### src/rtl/edge_point_reader.sv
// Raster-scans the contour label BRAM after tracing and streams out the (x,y) of every
// traced-contour pixel, keeping a saturating point count and the contour bounding box.
module edge_point_reader #(
    parameter int         WIDTH        = 640,
    parameter int         HEIGHT       = 480,
    parameter int         READ_LATENCY = 2,
    parameter logic [2:0] MARK_VALUE   = 3'b001
) (
    input  logic        clk,
    input  logic        reset,
    input  logic        start,
    input  logic [2:0]  bram_read,
    output logic [18:0] edge_addr_read,
    output logic [9:0]  point_x,
    output logic [8:0]  point_y,
    output logic        point_valid,
    input  logic        point_ready,
    output logic [11:0] num_points,
    output logic [9:0]  x_min,
    output logic [9:0]  x_max,
    output logic [8:0]  y_min,
    output logic [8:0]  y_max,
    output logic        empty,
    output logic        busy,
    output logic        done
);

    typedef enum logic [2:0] {
        S_IDLE,
        S_ISSUE,
        S_WAIT,
        S_CHECK,
        S_EMIT,
        S_DONE
    } state_t;

    localparam logic [18:0] LAST_ADDR = 19'(WIDTH * HEIGHT - 1);
    localparam logic [9:0]  X_LAST    = 10'(WIDTH - 1);
    localparam logic [2:0]  LAT_LAST  = 3'(READ_LATENCY - 1);
    localparam logic [11:0] NUM_MAX   = 12'd4095;

    state_t      state_r;
    logic [18:0] addr_r;
    logic [9:0]  x_r;
    logic [8:0]  y_r;
    logic [2:0]  lat_cnt_r;

    logic [18:0] addr_next_s;
    logic [9:0]  x_next_s;
    logic [8:0]  y_next_s;
    logic        last_pix_s;
    logic        is_mark_s;

    function automatic logic [11:0] sat_inc(input logic [11:0] v);
        if (v == NUM_MAX) begin
            return v;
        end else begin
            return v + 12'd1;
        end
    endfunction

    // Next raster position and classification of the pixel currently on the read port
    always_comb begin
        last_pix_s  = (addr_r == LAST_ADDR);
        is_mark_s   = (bram_read == MARK_VALUE);
        addr_next_s = addr_r + 19'd1;
        x_next_s    = x_r;
        y_next_s    = y_r;
        if (x_r == X_LAST) begin
            x_next_s = 10'd0;
            y_next_s = y_r + 9'd1;
        end else begin
            x_next_s = x_r + 10'd1;
            y_next_s = y_r;
        end
    end

    // Scan controller: address issue, read-latency wait, pixel check, point handshake
    always_ff @(posedge clk) begin
        if (reset) begin
            state_r        <= S_IDLE;
            addr_r         <= 19'd0;
            x_r            <= 10'd0;
            y_r            <= 9'd0;
            lat_cnt_r      <= 3'd0;
            edge_addr_read <= 19'd0;
            point_x        <= 10'd0;
            point_y        <= 9'd0;
            point_valid    <= 1'b0;
            num_points     <= 12'd0;
            x_min          <= 10'd1023;
            x_max          <= 10'd0;
            y_min          <= 9'd511;
            y_max          <= 9'd0;
            empty          <= 1'b0;
            busy           <= 1'b0;
            done           <= 1'b0;
        end else begin
            case (state_r)
                S_IDLE, S_DONE: begin
                    if (start) begin
                        addr_r     <= 19'd0;
                        x_r        <= 10'd0;
                        y_r        <= 9'd0;
                        num_points <= 12'd0;
                        x_min      <= 10'd1023;
                        x_max      <= 10'd0;
                        y_min      <= 9'd511;
                        y_max      <= 9'd0;
                        done       <= 1'b0;
                        empty      <= 1'b0;
                        busy       <= 1'b1;
                        state_r    <= S_ISSUE;
                    end
                end
                S_ISSUE: begin
                    edge_addr_read <= addr_r;
                    lat_cnt_r      <= 3'd0;
                    state_r        <= S_WAIT;
                end
                S_WAIT: begin
                    if (lat_cnt_r == LAT_LAST) begin
                        state_r <= S_CHECK;
                    end else begin
                        lat_cnt_r <= lat_cnt_r + 3'd1;
                    end
                end
                S_CHECK: begin
                    if (is_mark_s) begin
                        point_x     <= x_r;
                        point_y     <= y_r;
                        point_valid <= 1'b1;
                        num_points  <= sat_inc(num_points);
                        if (x_r < x_min) x_min <= x_r;
                        if (x_r > x_max) x_max <= x_r;
                        if (y_r < y_min) y_min <= y_r;
                        if (y_r > y_max) y_max <= y_r;
                        state_r     <= S_EMIT;
                    end else if (last_pix_s) begin
                        busy    <= 1'b0;
                        done    <= 1'b1;
                        empty   <= (num_points == 12'd0);
                        state_r <= S_DONE;
                    end else begin
                        addr_r  <= addr_next_s;
                        x_r     <= x_next_s;
                        y_r     <= y_next_s;
                        state_r <= S_ISSUE;
                    end
                end
                S_EMIT: begin
                    // Hold the point until the downstream takes it, then resume the scan
                    if (point_ready) begin
                        point_valid <= 1'b0;
                        if (last_pix_s) begin
                            busy    <= 1'b0;
                            done    <= 1'b1;
                            empty   <= (num_points == 12'd0);
                            state_r <= S_DONE;
                        end else begin
                            addr_r  <= addr_next_s;
                            x_r     <= x_next_s;
                            y_r     <= y_next_s;
                            state_r <= S_ISSUE;
                        end
                    end
                end
                default: begin
                    state_r     <= S_IDLE;
                    point_valid <= 1'b0;
                    busy        <= 1'b0;
                end
            endcase
        end
    end

endmodule
### config.mk
export PLATFORM = sky130hd
export DESIGN_NAME = edge_point_reader
export DESIGN_NICKNAME = d
export VERILOG_FILES = /design/src/rtl/edge_point_reader.sv
export SDC_FILE = /design/constraint.sdc
export NUM_CORES = 1
export LEC_CHECK = 0
export BUFFER_PORTS_ARGS = -buffer_cell sky130_fd_sc_hd__clkbuf_2
export CAP_MARGIN = 20
export CORE_AREA = 2 2 160 162
export DETAILED_ROUTE_END_ITERATION = 10
export DIE_AREA = 0 0 162 164
export PLACE_DENSITY = 0.49
export SKIP_LAST_GASP = 1
export SLEW_MARGIN = 20
export SYNTH_ARGS = -nofsm -noshare
export SYNTH_HDL_FRONTEND = slang
export SYNTH_SLANG_ARGS = --single-unit
### constraint.sdc
create_clock -name clk -period 2.94 [get_ports clk]
set_input_delay 0.294 -clock clk [delete_from_list [all_inputs] [get_ports clk]]
set_output_delay 0.294 -clock clk [all_outputs]
set_load 0.02 [all_outputs]
==> results.json, run 1 <==
{
  "drc": 0,
  "ys_types": 70,
  "final_common_cell": "dfxtp_1",
  "swShare_pct": 35.84,
  "slowest_stage": "dfxtp_1",
  "placed_cells_incl_taps": 1300,
  "die_area_mm2": 0.02657,
  "p_int_uw": 3920,
  "clock_skew_ns": 0.01140,
  "maxCapViolations": 0,
  "fin_crit_ns": 2.765,
  "holdPathStages": 4,
  "min_from": "point_ready",
  "avgSynthCellArea_um2": 8.166,
  "reg2reg_depth": 6,
  "clkPwrFrac_pct": 37.9,
  "grt_usage_pct": 16.33,
  "synthFlopType": "dfxtp_1",
  "synth_area_mm2": 0.007341,
  "grt_util_met1_pct": 20.91,
  "regArea_mm2": 0.002724,
  "clk_pin_slew_ns": 0.06,
  "fin_hold_ws_ns": 0.2743,
  "cts_root_buffer": "clkbuf_16",
  "endpoint_kind": "flip-flop",
  "critPathLaunchType": "flip-flop",
  "period_share_pct": 94.03,
  "grt_util_met3_pct": 4.369,
  "r2r_setup_slack_ns": 0.18,
  "syn_to_final_growth_pct": 20.90,
  "hpwl_um": 15280,
  "die_height_um": 164,
  "finalSetupViolCount": 0,
  "busiest_layer": "met2",
  "p_sw_uw": 2190,
  "first_pass_iters": 5,
  "antenna_cells": 0,
  "synth_edf_count": 0,
  "synth-seq-area-share_pct": 37.09,
  "ys_top_cells_by_area": "dfxtp_1 37%, ha_1 7.3%, nand2_1 6.5%",
  "hold_viol_final": 0,
  "portBuffers": 98,
  "io_pins": 99,
  "row_count": 58,
  "cts_buffers": 17,
  "power.density_mw_per_mm2": 688.4,
  "final_net_count": 1039,
  "fill_cells": 2694,
  "status": "finished clean",
  "r2r_start": "x_r[8]",
  "hold_path.class": "input pin to flip-flop",
  "cts_buffer_depth": 2,
  "h-tree-depth": 4,
  "worst_pin_slew_ns": 0.8405,
  "drt_iter0_drc": 363,
  "drive_gt1_share_pct": 18.56,
  "combPwrFrac_pct": 28.7,
  "maxSlewHeadroom_pct": 43.38,
  "gp_congestion": 0.7668,
  "synth_seq_cells": 136,
  "synth_top_area_share_pct": 37.09,
  "cp.arrival_ns": 3.12,
  "cts_sinks": 136,
  "pwr-share-seq_pct": 33.4,
  "report.final.slew_viol_count": 0,
  "leakagePower_uw": 0.003605,
  "path_delay_family": "compound AO/OA/AOI/OAI gates",
  "start_util_pct": 29.58,
  "routed_wirelength_um": 21490,
  "slowest_delay_ns": 0.58,
  "grt_pass1_wl_um": 34370,
  "fp.dieW_um": 162,
  "syn_inst": 899,
  "async_reset_ff_share_pct": 0,
  "yosysTopAreaCell": "dfxtp_1",
  "via_per_inst": 5.089,
  "gr-usage-met2_pct": 27.20,
  "crit_chain": "ha_1, and2_0, a221oi_2, o221ai_1, o21bai_1, a2bb2oi_1",
  "ir_drop_mv": 0.3622,
  "antenna_found_initial": 0,
  "crit_type": "flip-flop to flip-flop",
  "holdPathEnd": "point_valid",
  "critPathRequiredTime_ns": 3.30,
  "grt_max_degree": 44,
  "ant_nets": 0,
  "yosysWarningCount": 0,
  "grt_overflow": 0,
  "fmax_mhz": 361.7,
  "crit_buf_inv": 0,
  "rsz0062_at_grt": "no",
  "wl_per_cell_um": 16.13,
  "vias": 6779,
  "syn_nets": 949,
  "design.core.area_mm2": 0.02482,
  "grt_pass1_vias": 6334,
  "multi_input_area_mm2": 0.004159,
  "finalPower_uw": 6110,
  "cts_tree": "yes",
  "stdcell_count": 1332,
  "post_cts_buffers": 0,
  "mostFrequentLayoutCells": "135 x dfxtp_1, 128 x nand2_1, 97 x clkbuf_2",
  "clkLatencyLatePin_ns": 0.43,
  "crit_fanout": 10,
  "timing.rr.end": "x_min[8]"
}
[repair_timing]
| action | 4_1_cts | 5_1_grt |
|---|---|---|
| pin swaps | 0 | 0 |
| hold buffers | 0 | 0 |
| resized for setup | 1 | 1 |
| setup endpoints to repair | 10 | 10 |
[cells by family after synthesis]
family | share of synthesized area, %
simple gates | 26.81
compound gates | 17.35
flops | 37.09
buf+inv | 6.426
fa+ha+maj | 7.329
mux | 4.517
xor+xnor | 0.4773
[worst max-delay path by stage]
stage / start / end / slack [ns] / depth (start not counted)
4_1_cts: x_r[7] / x_min[8] / 0.17 / 6
3_5_place_dp: x_r[7] / x_min[8] / -0.11 / 6
3_3_place_gp: x_r[7] / x_min[8] / -0.21 / 6
6_report: x_r[8] / x_min[8] / 0.18 / 6
5_1_grt: x_r[8] / x_min[6] / 0.04 / 6
2_1_floorplan: x_max[9] / x_max[0] / 0.62 / 8
[state kept, by name (all words and copies together) (netlist names)]
signal          cells
addr_r             19
busy                1
done                1
edge_addr_read     19
empty               1
lat_cnt_r           3
num_points         12
point_valid         1
point_x            10
point_y             9
state_r             3
x_max              10
x_min              10
x_r                10
y_max               9
y_min               9
y_r                 9
[layout make-up]
type                    instances  area share, %
multi-input cells             653          46.86
flip-flops and latches        136          30.69
repair buffers                133          8.656
clock buffers                  20          5.259
well taps                     330          4.652
inverters                      48          2.030
clock inverters                12          1.847
[power by group through the flow]
stage               sequential [uW]  clock (uW)  combinational, uW
floorplan                      2020           0               1300
global placement               2080           0               1760
detailed placement             2080           0               1760
CTS                            2040        2370               1760
global route                   2060        2440               1930
finish                         2040        2310               1750
[synth_stat cells (all sizes together) (11+ instances only)]
cell type    n
a21o        11
a21oi       75
buf         23
clkbuf      39
dfxtp      136
ha          43
inv         48
mux2i       32
nand2      129
nand2b      36
nand3       29
nand4       34
nor2        49
nor3        27
o21ai       19
o31ai       25
or4         15
[metal layers]
layer	vias to the layer above	wire length [um]	part of all wire (%)
li1	3417	-	-
met1	3195	10070	47
met2	140	10130	47
met3	27	1016	4.7
met4	0	273	1.3
met5	-	0	0
[through the flow]
step	TNS (ns)	area, um2	utilization, %	worst slack [ns]
6_report	0	8875	35.76	0.1754
4_1_cts	0	8874	35.75	0.1673
3_5_place_dp	-0.9321	8237	33.19	-0.1077
5_1_grt	0	8875	35.76	0.03826
3_3_place_gp	-1.925	8237	33.19	-0.2128
2_1_floorplan	0	7341	-	0.6188
[worst reg2reg max path: cells and delay by family (launching register included)]
| kind | cells | cell delay [ns] |
|---|---|---|
| DFF | 1 | 0.58 |
| AOI/OAI and AO/OA | 4 | 1.62 |
| adders and majority gates | 1 | 0.31 |
| and+or+nand+nor | 1 | 0.18 |
No activity file was read; power rests on OpenSTA's default activity.
==> run 2: changes to the inputs <==
ABC_AREA = 1   (was not set)
CORE_AREA = 2 2 161 163   (was 2 2 160 162)
DIE_AREA = 0 0 163 165   (was 0 0 162 164)
PLACE_DENSITY = not set   (was 0.49)
==> results.json, run 2 <==
{
  "reg2reg_depth": 11,
  "rsz0062_at_grt": "no",
  "crit_path_end": "x_r[6]",
  "top_regs": "addr_r x19, edge_addr_read x19, num_points x12",
  "row_count": 58,
  "fmax_mhz": 424.3,
  "crit_type": "flip-flop to flip-flop",
  "grt_usage_pct": 15.93,
  "antenna_cells": 0,
  "ant_nets": 0,
  "slowest_stage": "dfxtp_1",
  "period_share_pct": 80.17,
  "r2r_setup_slack_ns": 0.58,
  "final_common_cell": "nand2_1",
  "cts_tree": "yes",
  "fin_crit_ns": 2.357,
  "maxSlewHeadroom_pct": 42.86,
  "antenna_found_initial": 0,
  "worst_pin_slew_ns": 0.8562,
  "cp.arrival_ns": 2.71,
  "hpwl_um": 14940,
  "synth-adder-area-share_pct": 7.234,
  "ir_drop_mv": 0.3160,
  "h-tree-depth": 4,
  "synthFlopType": "dfxtp_1",
  "synthMuxAreaShare_pct": 0,
  "mostFrequentLayoutCells": "304 x nand2_1, 150 x nor2_1, 136 x dfxtp_1",
  "cts_sinks": 136,
  "cts_buffer_depth": 2,
  "drive_gt1_share_pct": 13.67,
  "portBuffers": 98,
  "endpoint_kind": "flip-flop",
  "ctsResizeCount": 0,
  "yosysTopAreaCell": "dfxtp_1",
  "leakagePower_uw": 0.003945,
  "yosys-top-cells-count": "304 x nand2_1, 150 x nor2_1, 136 x dfxtp_1",
  "synth_top_family_by_area": "simple AND/OR/NAND/NOR gates",
  "clk_pin_slew_ns": 0.06,
  "synth-seq-area-share_pct": 36.61,
  "synth_seq_cells": 136,
  "grt_pass1_vias": 6691,
  "via_per_inst": 4.702,
  "yosysWarningCount": 0,
  "syn_to_final_growth_pct": 20.56,
  "cp-startpoint": "addr_r[0]",
  "crit_chain": "ha_1, nand2_1, nor2_1, nand2_1, nor2_2, nand3_2, nand2_4, inv_4, nand2_1, nand2_1, nor2_1",
  "grt_pass1_wl_um": 34260,
  "yosysMostFrequentCell": "nand2_1",
  "report.final.slew_viol_count": 0,
  "drt_iter0_drc": 542,
  "status": "finished clean",
  "clock_skew_ns": 0.01084,
  "first_pass_iters": 5,
  "critPathRequiredTime_ns": 3.30,
  "synth_xor_area_share_pct": 1.295,
  "design.core.area_mm2": 0.02504,
  "maxCapViolations": 0,
  "cts_buffers": 17,
  "wl_per_cell_um": 13.33,
  "routed_wirelength_um": 20780,
  "io_pins": 99,
  "fp.dieW_um": 163,
  "r2r_start": "addr_r[0]",
  "path_depth": 11,
  "yosys.area_share.simple_pct": 35.26,
  "finalSetupViolCount": 0,
  "final_net_count": 1267,
  "finalSetupTns_ns": 0,
  "hold_viol_final": 0,
  "critPathMostFrequentCell": "nand2_1",
  "synth_compound_area_share_pct": 10.41,
  "cts_root_buffer": "clkbuf_16",
  "path_delay_family": "simple AND/OR/NAND/NOR gates",
  "ys_types": 32,
  "postCtsHoldBufs": 0,
  "timing.rr.end": "x_r[6]",
  "start_util_pct": 29.71,
  "grt_overflow": 0,
  "grt_max_degree": 57,
  "fill_cells": 2687,
  "power.density_mw_per_mm2": 803.4,
  "hold_path.class": "input pin to flip-flop",
  "drc": 0,
  "clkLatencyLatePin_ns": 0.42,
  "synth_area_mm2": 0.007437,
  "avgSynthCellArea_um2": 6.611,
  "vias": 7331,
  "syn_inst": 1125,
  "ys_top_cells_by_area": "dfxtp_1 37%, nand2_1 15%, nor2_1 7.6%",
  "syn_nets": 1175,
  "fin_hold_ws_ns": 0.2774,
  "crit_buf_inv": 1,
  "die_area_mm2": 0.02690,
  "synth_top_area_share_pct": 36.61,
  "critPathLaunchType": "flip-flop",
  "crit_fanout": 22,
  "post_cts_buffers": 0,
  "synth_edf_count": 0,
  "gp_congestion": 0.8477,
  "async_reset_ff_share_pct": 0,
  "die_height_um": 165,
  "slowest_delay_ns": 0.42
}
-- run 2: changes by cell type after synthesis, moves of 16 or more --
cell,previous run,this run
o31ai_1,25,0
inv_1,48,119
nand2_1,128,304
a21oi_1,75,91
nor2_1,49,150
o21ai_0,13,34
nand2b_1,36,0
nand3_1,28,103
mux2i_1,32,0
-- run 2: cell type report --
| type | instances | area (um2) | share of cell area [%] |
|---|---|---|---|
| clock inverters | 14 | 249.0 | 2.777 |
| well taps | 330 | 412.9 | 4.605 |
| clock buffers | 17 | 425.4 | 4.745 |
| flip-flops and latches | 136 | 2723 | 30.37 |
| multi-input cells | 818 | 4036 | 45.02 |
| repair buffers | 119 | 648.1 | 7.229 |
| inverters | 125 | 471.7 | 5.261 |
-- run 2: metal layers --
metal | global-route usage, % | vias up | wire [um]
met1 | 22.03 | 3309 | 10380
met2 | 25.06 | 175 | 9172
met4 | 4.907 | 0 | 302
met3 | 3.064 | 20 | 927
met5 | 0 | - | 0
li1 | - | 3827 | -
-- run 2: worst min-delay path, cell delays in order --
cell and delay (ns):
clkbuf_2 0.10, inv_2 0.05, nand2_1 0.15, nor2_1 0.07
-- run 2: worst min-delay path by stage --
| stage | from | end | slack, ns | depth (start not counted) |
|---|---|---|---|---|
| after global placement | point_valid | point_valid | 0.45 | 2 |
| after global routing | reset | done | 0.29 | 4 |
| final | reset | done | 0.28 | 4 |
| after floorplan | lat_cnt_r[0] | lat_cnt_r[0] | 0.45 | 1 |
| after CTS | reset | addr_r[11] | 0.27 | 4 |
| after detailed placement | edge_addr_read[5] | edge_addr_read[5] | 0.46 | 2 |
-- run 2: logic make-up (layout without fill, tap and decap cells) --
group                      count (synthesis)  in the layout
and+or+nand+nor                          618            618
buffers and inverters                    171            275
AOI/OAI and AO/OA                        146            146
DFF                                      136            136
adders and majority gates                 43             43
xor gates and xnor gates                  11             11
-- run 2: stage by stage --
stage / setup slack, ns / std cells / instance area (um2) / power (uW) / utilization [%]
final: 0.5829 / 1559 / 8966 / 7203 / 35.81
after global routing: 0.2501 / 1559 / 8966 / 7714 / 35.81
after CTS: 0.5871 / 1559 / 8966 / 7280 / 35.81
after detailed placement: 0.6311 / 1528 / 8292 / 4785 / 33.12
after global placement: 0.6366 / 1528 / 8292 / 4761 / 33.12
after floorplan: 0.9866 / 1125 / 7437 / 4092 / -
-- run 2: where the power goes --
group,total (uW),internal (uW),switching (uW)
Clock,2470,1600,873
Combinational,2360,789,1570
Sequential,2370,2130,247
